===== src/rtl/frame_writer_pkg.sv =====
// Shared frame geometry and capture state encoding for the
// frame writer, readout block and frame memory.
package frame_writer_pkg;

  localparam int DEF_DATA_W = 16;
  localparam int DEF_DEPTH  = 1024;
  localparam int DEF_ADDR_W = 10;

  typedef enum logic [1:0] {
    IDLE    = 2'd0,
    CAPTURE = 2'd1,
    DONE    = 2'd2
  } state_e;

endpackage


===== src/rtl/count_frame_writer_sat_counter.sv =====
// Saturating event counter with synchronous clear.
// Clear takes priority over increment.
module sat_counter #(
  parameter int W = 8
) (
  input  logic         clk,
  input  logic         rst,
  input  logic         inc,
  input  logic         clr,
  output logic [W-1:0] count
);

  logic [W-1:0] cnt_q, cnt_d;

  always_comb begin
    cnt_d = cnt_q;
    if (clr) begin
      cnt_d = '0;
    end else if (inc && (cnt_q != '1)) begin
      cnt_d = cnt_q + W'(1);
    end
  end

  always_ff @(posedge clk or posedge rst) begin
    if (rst) begin
      cnt_q <= '0;
    end else begin
      cnt_q <= cnt_d;
    end
  end

  assign count = cnt_q;

endmodule


===== src/rtl/count_frame_writer.sv =====
// Writes a handshaked stream of photon-count samples into
// consecutive frame memory words and flags frame completion.
module count_frame_writer
  import frame_writer_pkg::*;
#(
  parameter int DATA_W = DEF_DATA_W,
  parameter int DEPTH  = DEF_DEPTH,
  parameter int ADDR_W = DEF_ADDR_W
) (
  input  logic              clk,
  input  logic              rst,
  input  logic              arm,
  input  logic              abort,
  input  logic [ADDR_W:0]   frame_len,
  input  logic              in_valid,
  input  logic [DATA_W-1:0] in_data,
  output logic              in_ready,
  output logic              mem_we,
  output logic [ADDR_W-1:0] mem_addr,
  output logic [DATA_W-1:0] mem_wdata,
  output logic              busy,
  output logic              done,
  output logic [ADDR_W:0]   wr_count,
  output logic [7:0]        dropped
);

  localparam int LEN_W = ADDR_W + 1;
  localparam logic [LEN_W-1:0] DEPTH_L = LEN_W'(DEPTH);

  state_e state_q, state_d;

  logic [LEN_W-1:0]  len_q, len_d;
  logic [LEN_W-1:0]  cnt_q, cnt_d;
  logic              done_q, done_d;
  logic              we_q, we_d;
  logic [ADDR_W-1:0] waddr_q, waddr_d;
  logic [DATA_W-1:0] wdata_q, wdata_d;

  logic capturing;
  logic xfer;
  logic arm_ok;
  logic last;

  // Zero or oversize lengths mean a full-depth frame.
  function automatic logic [LEN_W-1:0] eff_len(
    input logic [LEN_W-1:0] fl
  );
    if ((fl == '0) || (fl > DEPTH_L)) begin
      return DEPTH_L;
    end
    return fl;
  endfunction

  assign capturing = (state_q == CAPTURE);
  assign xfer      = in_valid & capturing & ~abort;
  assign arm_ok    = arm & ~abort & ~capturing;
  assign last      = (cnt_q == (len_q - LEN_W'(1)));

  always_ff @(posedge clk or posedge rst) begin
    if (rst) begin
      state_q <= IDLE;
    end else begin
      state_q <= state_d;
    end
  end

  always_comb begin
    state_d = state_q;
    if (abort) begin
      state_d = IDLE;
    end else begin
      unique case (state_q)
        IDLE, DONE: begin
          if (arm) state_d = CAPTURE;
        end
        CAPTURE: begin
          if (xfer && last) state_d = DONE;
        end
        default: state_d = IDLE;
      endcase
    end
  end

  always_comb begin
    in_ready = capturing;
    busy     = capturing;
  end

  // The write address is the running sample count itself.
  always_comb begin
    len_d   = len_q;
    cnt_d   = cnt_q;
    done_d  = done_q;
    we_d    = xfer;
    waddr_d = waddr_q;
    wdata_d = wdata_q;
    if (abort) begin
      done_d = 1'b0;
    end else if (arm_ok) begin
      len_d  = eff_len(frame_len);
      cnt_d  = '0;
      done_d = 1'b0;
    end else if (xfer) begin
      waddr_d = cnt_q[ADDR_W-1:0];
      wdata_d = in_data;
      cnt_d   = cnt_q + LEN_W'(1);
      if (last) done_d = 1'b1;
    end
  end

  always_ff @(posedge clk or posedge rst) begin
    if (rst) begin
      len_q   <= '0;
      cnt_q   <= '0;
      done_q  <= 1'b0;
      we_q    <= 1'b0;
      waddr_q <= '0;
      wdata_q <= '0;
    end else begin
      len_q   <= len_d;
      cnt_q   <= cnt_d;
      done_q  <= done_d;
      we_q    <= we_d;
      waddr_q <= waddr_d;
      wdata_q <= wdata_d;
    end
  end

  sat_counter #(
    .W(8)
  ) u_drop (
    .clk  (clk),
    .rst  (rst),
    .inc  (in_valid & ~capturing),
    .clr  (arm_ok),
    .count(dropped)
  );

  assign mem_we    = we_q;
  assign mem_addr  = waddr_q;
  assign mem_wdata = wdata_q;
  assign done      = done_q;
  assign wr_count  = cnt_q;

endmodule


===== config.mk =====
export PLATFORM = sky130hd
export DESIGN_NAME = count_frame_writer
export DESIGN_NICKNAME = d
export VERILOG_FILES = /design/src/rtl/frame_writer_pkg.sv /design/src/rtl/count_frame_writer_sat_counter.sv /design/src/rtl/count_frame_writer.sv
export SDC_FILE = /design/constraint.sdc
export NUM_CORES = 1
export LEC_CHECK = 0
export BUFFER_PORTS_ARGS = -buffer_cell sky130_fd_sc_hd__buf_2
export CORE_ASPECT_RATIO = 1.2
export CORE_MARGIN = 2
export CORE_UTILIZATION = 52
export DETAILED_ROUTE_END_ITERATION = 10
export MAX_ROUTING_LAYER = met4
export PLACE_DENSITY = 0.79
export SLEW_MARGIN = 10
export SYNTH_ARGS = -nofsm -noshare
export SYNTH_HDL_FRONTEND = slang
export SYNTH_SLANG_ARGS = --single-unit

===== constraint.sdc =====
create_clock -name clk -period 2.8 [get_ports clk]
set_input_delay 0.14 -clock clk [delete_from_list [all_inputs] [get_ports clk]]
set_output_delay 0.14 -clock clk [all_outputs]
set_load 0.1 [all_outputs]

==> impl_metrics.toml <==
[drt]
wl_per_cell_um = 16.23
via_count = 2411
final_antenna_net_count = 0
drc_errors = 0
first_pass_iters = 4
routed_via_density = 5.727
drt_iter0_markers = 140
routed_wl_mm = 6.833

[clocking]
clkSlewWorstSetupHoldPaths_ps = 70
worstSkewPairLatency_ps = 340
cts_setup_buffers = 0
cts_tree = "yes"
htree_levels = 3
clockBufferDepth = 2
cts.sinks = 60
cts_root_buf = "clkbuf_8"
numCtsBuffers = 9
holdBufCountCts = 1
ctsResizeCount = 0

[cells_and_area]
syn_to_final_growth_pct = 23.82
diodes = 0
instances_no_fill = 421
final_common_cell = "buf_2"
final_cell_area_um2 = 3642
final_cell_mix = "buf_2, dfrtp_1, mux2_2"
drive_above_1_share = 0.3754
final_nets = 387

[global_route]
grt-ovfl-total = 0
grt_pass1_wl_mm = 11.17
antenna_found_initial = 0
grt_max_degree = 38
grt_use_total = 0.2365
grt_pass1_vias = 2479

[sta]
hold_violations = 0
slew_headroom = 0.3553
finClkSkew_ps = 7.095
clock.fmax_mhz = 458.0
setup_slack_ps = 616.6
worst_slew_pin_slew_ps = 952.0
setup_viol = 0
period_needed_ps = 2183
fin_crit_sh = 0.7798
rsz0062_at_grt = "false"
slew_viol_final = 0
tns_ps = 0

[hold_path]
min_path_type = "primary input to flip-flop"
hold_start = "in_data[5]"

[floorplan]
dieArea_um2 = 6277
die_w_um = 72.66
initial_core_util = 0.5295
core_um2 = 5555
io-pin-count = 81
rows = 30
die_y_um = 86.39

[critical_path]
startpoint_type = "flip-flop"
path_class = "flip-flop to flip-flop"
worstSetupEndpointType = "flip-flop"
cp.arrival_ps = 2410
crit_path_max_fanout = 5
worstPathRequired_ps = 3030
reg2reg_from = "len_q[0]$_DFFE_PP0P_"
startpoint = "len_q[0]$_DFFE_PP0P_"

[synthesis]
ys_types = 46
synthCells = 270
synth-seq-cells = 60
synth-seq-area-share = 0.5104
syn-cell-area_um2 = 2942
yosys_warnings = 0
synth.net_count = 305
avgSynthCellArea_um2 = 10.89

[job]
maxCapViolCount = 0

[place]
gp_congestion = 0.9008
port_buffers = 80
placed_cell_area_um2 = 3407
dp.cells = 404
dp_slack_ps = 703.0
post-dp-hpwl_mm = 4.927

[pwr]
p_leak_nw = 1.746
vdd_drop_max_mv = 0.7340
powerDensity_nw_per_um2 = 891.3

[status]
status = "finished, final reports clean"
## per-stage QoR
step	util	total power, mW	hold WS, ps
2_1_floorplan	-	2.149	272.5
3_3_place_gp	0.6133	2.343	315.4
3_5_place_dp	0.6133	2.372	327.6
4_1_cts	0.6556	3.252	17.22
5_1_grt	0.6556	3.356	20.53
6_report	0.6556	3.246	28.43
## registers in the layout (all words and copies together) (netlist names)
signal and flops:
mem_wdata 16, len_q 11, wr_count 11, mem_addr 10, u_drop.count 8, state_q 2
done 1, mem_we 1
## where the power goes
group          switching, mW  leakage, nW  internal [mW]
registers              0.113        0.787          0.989
clock network          0.359        0.105          0.523
logic                   1.00        0.854          0.260
total                   1.47         1.75           1.77
## final timing paths
path	end	slack (ps)	depth (start not counted)
worst min register to register	done$_DFFE_PP0P_	480	2
worst max-delay path	state_q[0]$_DFFE_PP0P_	620	5
min in group asynchronous	mem_wdata[7]$_DFFE_PP0P_	510	3
worst max register to register	state_q[0]$_DFFE_PP0P_	620	5
max in group asynchronous	mem_addr[1]$_DFFE_PP0P_	1620	4
worst min-delay path	mem_wdata[5]$_DFFE_PP0P_	30	2
## per-layer routing
layer  up-vias  GRT usage  part of all wire
met5         -          -                 0
met1      1182     0.2743              0.40
li1       1117          -                 -
met4         0     0.1027             0.024
met3        21    0.05698             0.056
met2        91     0.3893              0.52
## critical path, cell delays in order, from the launching register on
cell and delay, ps:
dfrtp_1 430, nor4_1 590, nand2_1 170, o311ai_0 450, nor2_1 120, o31a_1 310
## cells in the mapped netlist (all sizes together)
master / instances / area [um^2]
a21oi: 6 / 30.03
o31a: 1 / 8.760
or4: 2 / 18.77
mux2: 26 / 292.8
o31ai: 2 / 15.01
a2111oi: 1 / 27.53
nor3: 4 / 20.02
nand3: 9 / 45.04
o311ai: 2 / 17.52
or3: 1 / 6.260
a211oi: 1 / 7.510
nand4: 5 / 31.28
and3: 1 / 6.260
and3b: 2 / 17.52
o21ai: 9 / 45.04
a221o: 1 / 10.01
a311oi: 1 / 8.760
nor4bb: 1 / 10.01
inv: 10 / 37.54
buf: 6 / 30.03
nand3b: 2 / 15.01
nor2: 24 / 90.09
xor2: 10 / 87.58
mux2i: 2 / 20.02
xnor2: 19 / 166.4
nand4b: 1 / 8.760
clkbuf: 8 / 30.03
nand2b: 2 / 12.51
or2: 2 / 12.52
nand2: 21 / 78.83
nor4b: 2 / 17.52
or3b: 1 / 8.760
dfrtp: 60 / 1501
a22o: 5 / 45.04
ha: 3 / 37.54
o2111ai: 2 / 23.77
a31oi: 3 / 18.77
nor4: 7 / 43.79
nor3b: 5 / 37.54
## cell families (layout without fill, tap and decap cells)
logic type,count (synthesis),in the layout,share of synthesized area
simple gates,92,92,0.1633
xor+xnor,29,29,0.08635
compound gates,34,34,0.08762
flops,60,60,0.5104
fa+ha+maj,3,3,0.01276
buf+inv,24,111,0.03318
mux,28,28,0.1063
## area by class of cell
cell class / count / area, um^2
Clock buffer: 10 / 137.6
Clock inverter: 6 / 87.58
Fill cell: 436 / 1913
Inverter: 10 / 37.54
Multi-Input combinational cell: 186 / 1358
Sequential cell: 60 / 1501
Tap cell: 64 / 80.08
Timing Repair Buffer: 85 / 440.4
Power figures use the tool's default switching activity.
